File: config.mk
export PLATFORM = sky130hd
export DESIGN_NAME = ss_stream_fifo_flat
export DESIGN_NICKNAME = d
export VERILOG_FILES = /design/src/rtl/user_stream_pkg.sv /design/src/rtl/ss_stream_fifo_if.sv /design/src/rtl/ss_fifo_mem.sv /design/src/rtl/ss_stream_fifo.sv /design/src/flat_wrapper.sv
export SDC_FILE = /design/constraint.sdc
export NUM_CORES = 1
export LEC_CHECK = 0
export BUFFER_PORTS_ARGS = -buffer_cell sky130_fd_sc_hd__buf_2
export CAP_MARGIN = 20
export CORE_UTILIZATION = 61
export CTS_CLUSTER_SIZE = 28
export DETAILED_ROUTE_END_ITERATION = 7
export GPL_TIMING_DRIVEN = 0
export PLACE_DENSITY = 0.87
export SETUP_SLACK_MARGIN = 0.2
export SLEW_MARGIN = 0
export SYNTH_ARGS = -nofsm -noshare
export SYNTH_HDL_FRONTEND = slang
export SYNTH_SLANG_ARGS = --single-unit
File: constraint.sdc
create_clock -name wb_clk_i -period 9.1 [get_ports wb_clk_i]
set_input_delay 0.91 -clock wb_clk_i [delete_from_list [all_inputs] [get_ports wb_clk_i]]
set_output_delay 0.91 -clock wb_clk_i [all_outputs]
set_load 0.1 [all_outputs]
File: src/rtl/user_stream_pkg.sv
// Shared defaults and sizing helpers for the stream FIFO slice.
package user_stream_pkg;

  localparam int USP_DATA_W = 32;
  localparam int USP_DEPTH  = 8;
  localparam int USP_LEN_W  = 10;

  // Occupancy needs one bit more than the pointer to represent a full FIFO.
  function automatic int level_w(input int depth);
    return $clog2(depth) + 1;
  endfunction

endpackage

File: src/rtl/ss_stream_fifo_if.sv
// Upstream/downstream valid-ready stream pair carried by the FIFO.
interface ss_stream_fifo_if #(
  parameter int DATA_W = user_stream_pkg::USP_DATA_W
);

  logic              s_tvalid;
  logic              s_tready;
  logic [DATA_W-1:0] s_tdata;
  logic              m_tvalid;
  logic              m_tready;
  logic [DATA_W-1:0] m_tdata;
  logic              m_tlast;

  // FIFO side
  modport slave (
    input  s_tvalid, s_tdata, m_tready,
    output s_tready, m_tvalid, m_tdata, m_tlast
  );

  // Environment side: drives the upstream beats and the downstream ready
  modport master (
    output s_tvalid, s_tdata, m_tready,
    input  s_tready, m_tvalid, m_tdata, m_tlast
  );

endinterface

File: src/rtl/ss_fifo_mem.sv
// FIFO storage: register array, one synchronous write port, one async read port.
module ss_fifo_mem #(
  parameter int DATA_W = user_stream_pkg::USP_DATA_W,
  parameter int DEPTH  = user_stream_pkg::USP_DEPTH
) (
  input  logic                     wb_clk_i,
  input  logic                     we,
  input  logic [$clog2(DEPTH)-1:0] waddr,
  input  logic [DATA_W-1:0]        wdata,
  input  logic [$clog2(DEPTH)-1:0] raddr,
  output logic [DATA_W-1:0]        rdata
);

  logic [DATA_W-1:0] mem_q [DEPTH];

  always_ff @(posedge wb_clk_i) begin
    if (we) mem_q[waddr] <= wdata;
  end

  assign rdata = mem_q[raddr];

endmodule

File: src/rtl/ss_stream_fifo.sv
// First-word-fall-through stream FIFO with frame-length based tlast and frame-done pulse.
module ss_stream_fifo
  import user_stream_pkg::*;
#(
  parameter int DATA_W = USP_DATA_W,
  parameter int DEPTH  = USP_DEPTH,
  parameter int LEN_W  = USP_LEN_W
) (
  input  logic                        wb_clk_i,
  input  logic                        wb_rst_i,
  input  logic                        clr_i,
  input  logic [LEN_W-1:0]            frame_len_i,
  ss_stream_fifo_if.slave             bus,
  output logic [level_w(DEPTH)-1:0]   level_o,
  output logic                        frame_done_o
);

  localparam int AW = $clog2(DEPTH);
  localparam int LW = level_w(DEPTH);
  localparam logic [LW-1:0]    LVL_FULL = LW'(DEPTH);
  localparam logic [LEN_W-1:0] LEN_ONE  = LEN_W'(1);

  logic [AW-1:0]     wr_ptr_q;
  logic [AW-1:0]     rd_ptr_q;
  logic [LW-1:0]     level_q;
  logic [LEN_W-1:0]  beat_q;
  logic              frame_done_q;
  logic [LEN_W-1:0]  last_beat;
  logic              wr_en;
  logic              rd_en;
  logic              tlast;
  logic [DATA_W-1:0] rd_data;

  // Handshake flags derive only from registered occupancy, so m_tready never reaches s_tready.
  always_comb begin
    last_beat = frame_len_i - LEN_ONE;
    wr_en     = bus.s_tvalid && (level_q != LVL_FULL);
    rd_en     = (level_q != '0) && bus.m_tready;
    tlast     = (level_q != '0) && (beat_q == last_beat);
  end

  assign bus.s_tready = (level_q != LVL_FULL);
  assign bus.m_tvalid = (level_q != '0);
  assign bus.m_tdata  = rd_data;
  assign bus.m_tlast  = tlast;
  assign level_o      = level_q;
  assign frame_done_o = frame_done_q;

  // Pointer/occupancy/frame state; clr_i flushes and overrides any same-cycle transfer.
  always_ff @(posedge wb_clk_i or posedge wb_rst_i) begin
    if (wb_rst_i) begin
      wr_ptr_q     <= '0;
      rd_ptr_q     <= '0;
      level_q      <= '0;
      beat_q       <= '0;
      frame_done_q <= 1'b0;
    end else if (clr_i) begin
      wr_ptr_q     <= '0;
      rd_ptr_q     <= '0;
      level_q      <= '0;
      beat_q       <= '0;
      frame_done_q <= 1'b0;
    end else begin
      frame_done_q <= rd_en && tlast;
      if (wr_en) wr_ptr_q <= wr_ptr_q + 1'b1;
      if (rd_en) begin
        rd_ptr_q <= rd_ptr_q + 1'b1;
        beat_q   <= tlast ? '0 : beat_q + LEN_ONE;
      end
      case ({wr_en, rd_en})
        2'b10:   level_q <= level_q + 1'b1;
        2'b01:   level_q <= level_q - 1'b1;
        default: level_q <= level_q;
      endcase
    end
  end

  ss_fifo_mem #(
    .DATA_W (DATA_W),
    .DEPTH  (DEPTH)
  ) u_mem (
    .wb_clk_i (wb_clk_i),
    .we       (wr_en && !clr_i),
    .waddr    (wr_ptr_q),
    .wdata    (bus.s_tdata),
    .raddr    (rd_ptr_q),
    .rdata    (rd_data)
  );

endmodule
File: src/flat_wrapper.sv
// flat-port wrapper written by rule: the top's interface ports become plain ports
module ss_stream_fifo_flat import user_stream_pkg::*;
#(
  parameter int DATA_W = USP_DATA_W,
  parameter int DEPTH  = USP_DEPTH,
  parameter int LEN_W  = USP_LEN_W
)
  (wb_clk_i, wb_rst_i, clr_i, frame_len_i, level_o, frame_done_o, bus_s_tvalid, bus_s_tdata, bus_m_tready, bus_s_tready, bus_m_tvalid, bus_m_tdata, bus_m_tlast);
  ss_stream_fifo_if #(.DATA_W(DATA_W)) bus_i ();
  input  logic wb_clk_i;
  input  logic wb_rst_i;
  input  logic clr_i;
  input  logic [LEN_W-1:0] frame_len_i;
  output logic [level_w(DEPTH)-1:0] level_o;
  output logic frame_done_o;
  input wire logic [$bits(bus_i.s_tvalid)-1:0] bus_s_tvalid;
  input wire logic [$bits(bus_i.s_tdata)-1:0] bus_s_tdata;
  input wire logic [$bits(bus_i.m_tready)-1:0] bus_m_tready;
  output wire logic [$bits(bus_i.s_tready)-1:0] bus_s_tready;
  output wire logic [$bits(bus_i.m_tvalid)-1:0] bus_m_tvalid;
  output wire logic [$bits(bus_i.m_tdata)-1:0] bus_m_tdata;
  output wire logic [$bits(bus_i.m_tlast)-1:0] bus_m_tlast;
  assign bus_i.s_tvalid = bus_s_tvalid;
  assign bus_i.s_tdata = bus_s_tdata;
  assign bus_i.m_tready = bus_m_tready;
  assign bus_s_tready = bus_i.s_tready;
  assign bus_m_tvalid = bus_i.m_tvalid;
  assign bus_m_tdata = bus_i.m_tdata;
  assign bus_m_tlast = bus_i.m_tlast;
  ss_stream_fifo #(.DATA_W(DATA_W), .DEPTH(DEPTH), .LEN_W(LEN_W)) u_core (.wb_clk_i(wb_clk_i), .wb_rst_i(wb_rst_i), .clr_i(clr_i), .frame_len_i(frame_len_i), .bus(bus_i), .level_o(level_o), .frame_done_o(frame_done_o));
endmodule
* Yosys cells after proc, flatten, opt, wreduce, memory -nomap -nowiden
Memories as Yosys holds them, arrays and structs flattened.
Index checks and enable logic that the tools add are counted.
** Storage, ports and cells
- Output and inout port bits :: 40
- Memories kept :: 1
- Bits in latches :: 0
- Bits in writable memories :: 256
- Input port bits :: 47
- Register bits after elaboration :: 21
- Word-level logic and storage cells :: 38
- ROM bits :: 0
** Cells by class
- Add/subtract/negate cells :: 6
- Bitwise operators :: 0
- Divide/modulo/power cells :: 0
- Reductions and logical operators :: 10
- $mul :: 0
- Muxes and demuxes :: 12
- Equal/unequal tests :: 4
- Shifts and indexed selects :: 0
- Order comparisons :: 0
** Memories
- u_core.u_mem.mem_q :: depth 8, bits a word 32, rd ports 1, clocked after Yosys merged registers in 0, wr ports 1, line ss_fifo_mem.sv:14 : logic [DATA_W-1:0] mem_q [DEPTH];
** Operators with widths (count)
- 10-bit two-way mux :: 3
- 3-bit two-way mux :: 4
- 10-bit by 1-bit adder with 10-bit output, second input constant :: 1
- 10-bit == test :: 1
- 10-bit by 1-bit subtractor with 10-bit output, second input constant :: 1
- 4-bit case mux with 2 select lines :: 1
- 3-bit by 1-bit adder with 3-bit output, second input constant :: 2
- 1-bit logical AND :: 5
- 4-bit by 1-bit adder with 4-bit output, second input constant :: 1
- 4-bit two-way mux :: 1
- 4-bit != test, second input constant :: 1
- 2-bit nonzero test :: 2
- 4-bit nonzero test :: 1
- 4-bit by 1-bit subtractor with 4-bit output, second input constant :: 1
- 1-bit two-way mux :: 3
- 3-bit nonzero test :: 1
- 2-bit by 1-bit == test with 1-bit output, second input constant :: 1
- 2-bit == test, second input constant :: 1
- 1-bit zero test :: 1

* Depth between registers and ports, before layout
Gate-level depths: netlist of the first run.
- Depth in word-level cells :: 6
- Depth in mapped cells :: 11
- Depth with buffers taken out :: 11

* Modules after synthesis
From an unflattened synthesis of the first run, not the netlist that was laid out.
** Unflattened totals
- Cell total of the unflattened synthesis :: 542
- Area total of the unflattened synthesis :: 11314.6 sq um
** By module, submodules not included
- ss_fifo_mem :: cells an instance 383, area an instance 9825.7 sq um, sequential area each 7687.4 sq um, instances 1
- ss_stream_fifo :: cells an instance 159, area an instance 1488.9 sq um, sequential area each 525.5 sq um, instances 1

* Worst setup path before layout of the first run
OpenSTA, ideal clock, no wires.
- Path kind :: reg-to-reg
- Start point :: register u_core.level_q[1], in the netlist u_core.level_o[1]
- End point :: memory u_core.u_mem.mem_q[0][0] (netlist bit), enable pin
- Setup time :: 0.461 ns
- Clock period less this slack :: 5.266 ns
- Data arrival time :: 4.805 ns
- Path buffers :: 0
- Cell stages (with the launch flop) :: 6
- Path slack :: 3.834 ns
- Data required time :: 8.639 ns
- Cells stage by stage :: dfrtp_1 > nor3_1 > nand2_1 > nand2_1 > or3_1 > nor3_1
** Between the ends
- Longest elaborated chain between the ends :: 5
** Ends and longest elaborated chain
- start: declaration :: line ss_stream_fifo.sv:25 : logic [LW-1:0] level_q;
- start signal: assignment :: line ss_stream_fifo.sv:71 : 2'b10: level_q <= level_q + 1'b1;
- start signal: assignment :: line ss_stream_fifo.sv:72 : 2'b01: level_q <= level_q - 1'b1;
- start signal: assignment :: line ss_stream_fifo.sv:73 : default: level_q <= level_q;
- 4-bit != test
- via bus_s_tready :: line flat_wrapper.sv:19 : output wire logic [$bits(bus_i.s_tready)-1:0] bus_s_tready;
- 1-bit logical AND :: line ss_stream_fifo.sv:37 : wr_en = bus.s_tvalid && (level_q != LVL_FULL);
- 1-bit logical AND :: line ss_stream_fifo.sv:83 : .we (wr_en && !clr_i),
- 1-bit two-way mux :: line ss_fifo_mem.sv:17 : if (we) mem_q[waddr] <= wdata;
- 1-bit two-way mux (implied by the code) :: line ss_fifo_mem.sv:17
- end: declaration :: line ss_fifo_mem.sv:14
The timed path passes the listed nets, and every way through them passes these cells.

* Worst setup path in the final report of the first run
- Start point :: register u_core.rd_ptr_q[0]
- End point :: output port bus_m_tdata[10]
** Between the ends
- Longest elaborated chain between the ends :: 1
** Ends and longest elaborated chain
- start: declaration :: line ss_stream_fifo.sv:24 : logic [AW-1:0] rd_ptr_q;
- start signal: assignment :: line ss_stream_fifo.sv:67 : rd_ptr_q <= rd_ptr_q + 1'b1;
- memory read 8 x 32 bit
- end: declaration :: line flat_wrapper.sv:21 : output wire logic [$bits(bus_i.m_tdata)-1:0] bus_m_tdata;
No other way between the ends.

==> summary.md, run 1 <==
| Metric | Value |
|---|---|
| DR vias | `5966` |
| Crit share post-route | `0.441` |
| CP endpoint | `bus_m_tdata[10]` |
| Relative slew slack | `0.368` |
| Initial core utilization | `0.621` |
| Slew @ Worst Pin | `0.947 ns` |
| CTS Buf Count | `26` |
| Met1 WL | `9.07 mm` |
| Row Count | `49` |
| VDD IR-drop max | `0.000243 V` |
| Vias in the first global route | `6162` |
| Max Slew Vio Count | `0` |
| First DRT Iteration DRCs | `588` |
| Chip width | `137 um` |
| Unrepaired setup endpoints after global routing | `no` |
| CTS sink cnt | `277` |
| Async SR Flop Fraction | `0.0758` |
| Area growth syn-to-layout | `17.4%` |
| WP data required | `8.19 ns` |
| Worst Hold Class | `input pin to asynchronous set/reset pin` |
| Clock Tree Root | `clkbuf_16` |
| Final hold viol count | `0` |
| Worst setup EP type | `output pin` |
| Number of setup violations in the final report | `0` |
| Setup tns final | `0 ns` |
| Ys flop type | `edfxtp_1` |
| Htree depth | `1` |
| Initial antenna violation count | `2` |
| Syn. warnings | `0` |
| WS Path Type | `flip-flop to output pin` |
| Post-CTS setup buffers | `0` |
| Max Fclk | `249 MHz` |
| Post-DP HPWL | `14.5 mm` |
| Ports | `87` |
| Seq/Total Area, Yosys | `0.736` |
| Crit path DAT | `3.11 ns` |
| Core ar. | `0.0180 mm2` |
| First-pass GRT wire length | `36.1 mm` |
| Post-Synthesis Cells | `559` |
| Synth Area in Simple Gates | `0.0500` |
| Layout cells sized above 1 | `0.367` |
| Worst r2r src | `u_core.level_o[0]` |
| Gr usage total | `0.270` |
| Mux cell area share after synthesis | `0.163` |
| Max Cap Viol | `0` |
| Min Tclk post-route | `4.02 ns` |
| DRC viols | `0` |
| Net count after synthesis | `613` |
| Vias per cell | `6.38` |
| Clock latency on the worst-skew pair | `0.53 ns` |
| Synth Area in XOR/XNOR | `0.0141` |
| R2R setup slack | `6.27 ns` |
| CP max FO | `10` |
| Met2 wire length | `13.2 mm` |
| Pre-antenna DRT Iters | `8` |
| WL final | `24.7 mm` |
| Port Buffer Count | `85` |
| Gpl congestion | `0.807` |
| Final total power | `3990 uW` |
| Mapped Area | `0.0112 mm2` |
| Chip height | `137 um` |
| R2r endpoint | `u_core.u_mem.mem_q[0][21]` |
| Largest family of logic cells by synthesized area | `multiplexers` |
| CTS tree | `yes` |
| Highest metal used | `met5` |
| Post-CTS Resized | `0` |
| Cts hold-fix bufs | `0` |
| Reg clk slew, reported paths | `0.07 ns` |
| Reg2Reg Depth | `7` |
| Die area | `0.0188 mm2` |
| Post-route ant nets | `0` |
| Post-synthesis sequential element count | `277` |
| EDFF count, synth | `256` |
| Status | `complete, no violations` |
| DR WL met3 | `1.83 mm` |
| PD cells | `305 mW/mm2` |
| Leak pwr | `0.00442 uW` |
| Per-cell routed wire length | `26.4 um` |
| Nets | `739` |
| Worst-case clock buffer depth | `3` |
| Largest net degree at the start of global routing | `22` |
| Critical path startpoint | `u_core.rd_ptr_q[0]` |
| Compound-gate portion of the synthesized area | `0.0166` |
| Final Skew | `0.0205 ns` |
| Mean Syn Cell Area | `20.0 um2` |
| Post-synth cell types | `46` |
| Worst Setup Start Kind | `flip-flop` |
| Adder and majority gate portion of the synthesized area | `0.00852` |
| GRT Residual Overflow | `0` |
[layout make-up]
type,instances,area [um2]
fillers,1018,4870
inverters,3,11.3
clock buffers,28,679
multi-input cells,253,2870
repair buffers,98,643
well taps,229,287
flip-flops and latches,277,8210
diodes,1,2.50
clock inverters,20,275
plain buffers,26,113
[worst max-delay path, cell delays in order (launching register included)]
cell and delay [ns]:
dfrtp_1 0.39, clkbuf_1 0.48, buf_2 0.52, mux4_2 0.59, mux2_2 0.30, buf_2 0.30
[flip-flops by register name (all words and copies together) (netlist names)]
| name | cells |
|---|---|
| u_core.u_mem.mem_q | 256 |
| u_core.rd_ptr_q | 3 |
| u_core.level_o | 4 |
| u_core.frame_done_o | 1 |
| u_core.beat_q | 10 |
| u_core.wr_ptr_q | 3 |
[cells by family after synthesis]
| group | Yosys count |
|---|---|
| AO/OA/AOI/OAI | 28 |
| buffers and inverters | 29 |
| multiplexers | 98 |
| XOR/XNOR | 18 |
| adder cells (fa/ha/maj) | 7 |
| AND/OR/NAND/NOR | 102 |
| flip-flops | 277 |
[where the power goes]
group          total, uW  leakage, uW  internal [uW]  switching [uW]
logic               1310      0.00135            370             936
clock network       1210     0.000470            737             468
registers           1480      0.00260           1440            32.7
total               3990      0.00442           2550            1440
[how the worst min path moves through the flow]
stage	end	slack, ns
final	u_core.rd_ptr_q[2]	0.55
after global routing	u_core.rd_ptr_q[1]	0.61
after CTS	u_core.beat_q[4]	0.56
after detailed placement	u_core.beat_q[5]	0.57
after global placement	u_core.beat_q[1]	0.57
after floorplan	u_core.beat_q[5]	0.52
[synthesized netlist by cell type (2+ instances only)]
cell      number  area [um2]
nor4_1         4        25.0
clkbuf_1      17        63.8
mux4_2        64        1440
ha_1           6        75.1
and3_1         5        31.3
nand2b_1       6        37.5
a31oi_1        3        18.8
nor4b_1        6        52.6
xor2_1         9        78.8
o21ai_1        3        15.0
nor3b_1        6        45.0
a21oi_1        7        35.0
nand4b_1       2        17.5
edfxtp_1     256        7690
mux2i_1        2        20.0
nand2_1       28         105
nand3_1        6        30.0
mux2_2        32         360
xnor2_1        9        78.8
inv_1          3        11.3
nor3_1         6        30.0
nor2_1        22        82.6
dfrtp_1       21         526
buf_1          2        7.51
buf_2          6        30.0
o21ai_0        8        40.0
[layout by cell type, fill, tap and decap left out, types with 2 or more instances in the layout]
cell type,synthesis,final
nand3_1,6,6
clkinv_2,0,5
buf_1,2,2
edfxtp_1,256,256
nor2_1,22,16
a21oi_1,7,7
nor4b_1,6,6
nor3_1,6,4
a31oi_1,3,3
mux2i_1,2,2
nand2_1,28,28
nand4b_1,2,2
ha_1,6,6
buf_6,1,7
mux2_2,32,32
xnor2_1,9,9
mux4_2,64,64
xor2_1,9,9
nor2_4,0,6
clkbuf_16,0,27
nand2b_1,6,6
buf_2,6,91
dfrtp_1,21,21
clkinv_4,0,2
buf_12,0,4
nor3b_1,6,6
clkbuf_1,17,18
nor4_1,4,4
bufinv_16,0,7
inv_1,3,3
nor3_2,1,3
clkinv_1,0,6
and3_1,5,5
o21ai_1,3,3
o21ai_0,8,8
buf_16,0,2
[metrics by stage]
step | area [um2] | hold slack [ns] | worst slack (ns) | utilization | std cells
after global routing | 13100 | 0.614 | 4.92 | 0.729 | 935
after CTS | 13100 | 0.557 | 5.03 | 0.729 | 934
after detailed placement | 12100 | 0.566 | 5.25 | 0.676 | 886
final | 13100 | 0.546 | 5.08 | 0.729 | 935
after global placement | 11900 | 0.566 | 2.81 | 0.661 | 873
after floorplan | 11200 | 0.519 | 3.83 | - | 559
[routing by layer]
layer,vias up,global-route usage
li1,2536,-
met2,326,0.484
met4,2,0.0928
met3,55,0.0445
met5,-,0
met1,3047,0.334
(Power assumes the default switching activity.)
==> run 2, diff against run 1 <==
--- a/config.mk
+++ b/config.mk
@@ -7,11 +7,11 @@
 export LEC_CHECK = 0
 export BUFFER_PORTS_ARGS = -buffer_cell sky130_fd_sc_hd__buf_2
 export CAP_MARGIN = 20
-export CORE_UTILIZATION = 61
+export CORE_UTILIZATION = 60
 export CTS_CLUSTER_SIZE = 28
 export DETAILED_ROUTE_END_ITERATION = 7
 export GPL_TIMING_DRIVEN = 0
-export PLACE_DENSITY = 0.87
+export PLACE_DENSITY = 0.86
 export SETUP_SLACK_MARGIN = 0.2
 export SLEW_MARGIN = 0
 export SYNTH_ARGS = -nofsm -noshare
==> constraint.sdc (replaced) <==
create_clock -name wb_clk_i -period 3.9 [get_ports wb_clk_i]
set_input_delay 0.39 -clock wb_clk_i [delete_from_list [all_inputs] [get_ports wb_clk_i]]
set_output_delay 0.39 -clock wb_clk_i [all_outputs]
set_load 0.1 [all_outputs]
==> summary.md, run 2 (synthesized netlist as in run 1, its figures left out) <==
| Metric | Value |
|---|---|
| Slowest CP cell | `mux4_2` |
| Chip width | `138 um (+0.82%)` |
| WP buf/inv | `3 (unchanged)` |
| WL final | `23.9 mm (-3.3%)` |
| Final hold viol count | `0 (unchanged)` |
| Initial antenna violation count | `1 (-1)` |
| Htree depth | `1 (unchanged)` |
| Worst-case clock buffer depth | `3 (unchanged)` |
| Switching pwr | `3320 uW (+130%)` |
| Pre-antenna DRT Iters | `7 (-1)` |
| Max Cap Viol | `0 (unchanged)` |
| WP data required | `3.51 ns (-4.68 ns)` |
| Cells along the critical path | `clkbuf_1, buf_2, mux4_2, mux2_2, buf_2` |
| Area of the multi-input gates | `0.00289 mm2 (+0.52%)` |
| Seq pwr share | `0.372 (+0.002)` |
| Reg area | `0.00821 mm2 (unchanged)` |
| Most frequent cell on the critical path | `buf_2` |
| Vias in the first global route | `6246 (+1.4%)` |
| Clock latency on the worst-skew pair | `0.54 ns (about the same)` |
| Final total power | `9240 uW (+130%)` |
| Unrepaired setup endpoints after global routing | `no` |
| Port Buffer Count | `85 (unchanged)` |
| Slew @ Worst Pin | `0.966 ns (+0.0181 ns)` |
| Failing checks | `DRC` |
| Worst Hold Class | `input pin to asynchronous set/reset pin` |
| GRT Residual Overflow | `0 (unchanged)` |
| Most common cell after layout, fill and taps aside | `edfxtp_1` |
| Vias per cell | `6.32 (-0.89%)` |
| Number of setup violations in the final report | `0 (unchanged)` |
| Crit-path leading delay family | `buffers and inverters` |
| Internal | `5930 uW (+130%)` |
| Gr usage total | `0.259 (-0.0116)` |
| Status | `complete, but fails checks` |
| PD cells | `704 mW/mm2 (+130%)` |
| Post-DP HPWL | `13.8 mm (-5.2%)` |
| Min Tclk post-route | `3.50 ns` |
| Final hold slack | `0.0275 ns (-0.518 ns)` |
| CP max stage delay | `0.59 ns (about the same)` |
| Chip height | `138 um (+0.82%)` |
| Ports | `87 (unchanged)` |
| Layout fillers | `1004 (-1.4%)` |
| Gpl congestion | `0.740 (-8.3%)` |
| Worst Setup Start Kind | `flip-flop` |
| Post-CTS setup buffers | `0 (unchanged)` |
| Final Skew | `0.00990 ns (-0.0106 ns)` |
| VDD IR-drop max | `0.000423 V (+74%)` |
| Post-CTS Resized | `0 (unchanged)` |
| Crit path DAT | `3.11 ns (about the same)` |
| Per-cell routed wire length | `25.7 um (-2.8%)` |
| WS Path Type | `flip-flop to output pin` |
| CTS Buf Count | `26 (unchanged)` |
| CP max FO | `10 (unchanged)` |
| Die area | `0.0191 mm2 (+1.6%)` |
| Biggest register | `u_core.u_mem.mem_q` |
| DR vias | `5881 (-1.4%)` |
| Post-DP Area | `0.0122 mm2 (+0.43%)` |
| CTS tree | `yes` |
| Core ar. | `0.0181 mm2 (+0.68%)` |
| Row Count | `49 (unchanged)` |
| Finished Cell Area | `0.0131 mm2 (+0.32%)` |
| Max Slew Vio Count | `0 (unchanged)` |
| Net Sw Frac | `0.359 (-0.00160)` |
| Nets | `736 (-0.41%)` |
| Cts hold-fix bufs | `0 (unchanged)` |
| Ant. Diodes | `0 (-1)` |
| Combinational Power Share | `0.329 (+0.002)` |
| Initial core utilization | `0.617 (-0.00421)` |
| Max Fclk | `286 MHz` |
| Largest net degree at the start of global routing | `24 (+9.1%)` |
| Area growth syn-to-layout | `17.8%` |
| Largest register FFs | `256 (unchanged)` |
| Crit share post-route | `0.898` |
| Leak pwr | `0.00440 uW (-0.53%)` |
| Clock Tree Root | `clkbuf_16` |
| Relative slew slack | `0.356 (-0.0121)` |
| Highest-count cells in the layout ignoring fill and taps | `edfxtp_1 (256), buf_2 (91), mux4_2 (64)` |
| Reg clk slew, reported paths | `0.07 ns (about the same)` |
| First DRT Iteration DRCs | `461 (-22%)` |
| Post-route ant nets | `0 (unchanged)` |
| Worst setup EP type | `output pin` |
| Layout cells sized above 1 | `0.367 (-0.000757)` |
| Final core occ | `0.726 (-0.00266)` |
| First-pass GRT wire length | `36.2 mm (+0.50%)` |
| DRC viols | `18 (+18)` |
| CTS sink cnt | `277 (unchanged)` |
| Clock share of power | `0.299 (-0.003)` |
run 2: cell types whose count changed in the layout (fill, tap and decap cells not counted), moves of 3 or more:
cell,change
buf_12,-3
buf_16,+6
buf_6,-6
clkinv_2,-3
clkinvlp_4,+3
run 2: worst reg2reg max path, delay by kind of cell, from the launching register on:
family / cells / cell delay [ns]
DFF: 1 / 0.45
buffers and inverters: 2 / 0.41
and+or+nand+nor: 5 / 1.59
run 2: through the flow:
step / cells / setup slack, ns / setup TNS, ns
3_3_place_gp: 873 / 0.523 / 0
2_1_floorplan: 559 / -0.0221 / -2.12
6_report: 930 / 0.400 / 0
4_1_cts: 930 / 0.321 / 0
5_1_grt: 930 / 0.222 / 0
3_5_place_dp: 883 / 0.916 / 0
run 2: layer usage:
layer	wire, um	part of all wire	global-route usage
met4	599	0.025	0.0857
met2	12900	0.54	0.468
met3	1540	0.064	0.0433
met5	8	0.00034	0
met1	8780	0.37	0.318
run 2: cell type report:
| class | instances | area share |
|---|---|---|
| Buffer | 26 | 0.00857 |
| Clock buffer | 28 | 0.0501 |
| Clock inverter | 19 | 0.0219 |
| Inverter | 3 | 0.000857 |
| Multi-Input combinational cell | 253 | 0.220 |
| Sequential cell | 277 | 0.625 |
| Tap cell | 229 | 0.0218 |
| Timing Repair Buffer | 95 | 0.0518 |
run 2: path summary, 6_finish.rpt:
path / startpoint / to / slack [ns] / cells after the start
max: u_core.rd_ptr_q[0] / bus_m_tdata[31] / 0.40 / 5
min: wb_rst_i / u_core.beat_q[9] / 0.03 / 2
max reg2reg: u_core.level_o[0] / u_core.u_mem.mem_q[0][23] / 1.15 / 7
min reg2reg: u_core.beat_q[1] / u_core.beat_q[1] / 0.60 / 2
max in group asynchronous: wb_rst_i / u_core.level_o[2] / 3.34 / 2
min in group wb_clk_i: bus_s_tdata[9] / u_core.u_mem.mem_q[7][9] / 0.12 / 1
run 2: power by group through the flow:
stage / Combinational (uW) / Sequential [uW] / Clock, uW
final: 3040 / 3440 / 2760
after global placement: 2930 / 3490 / 0
after CTS: 3070 / 3440 / 2790
after detailed placement: 3020 / 3500 / 0
after global routing: 3180 / 3450 / 2910
after floorplan: 2360 / 3610 / 0
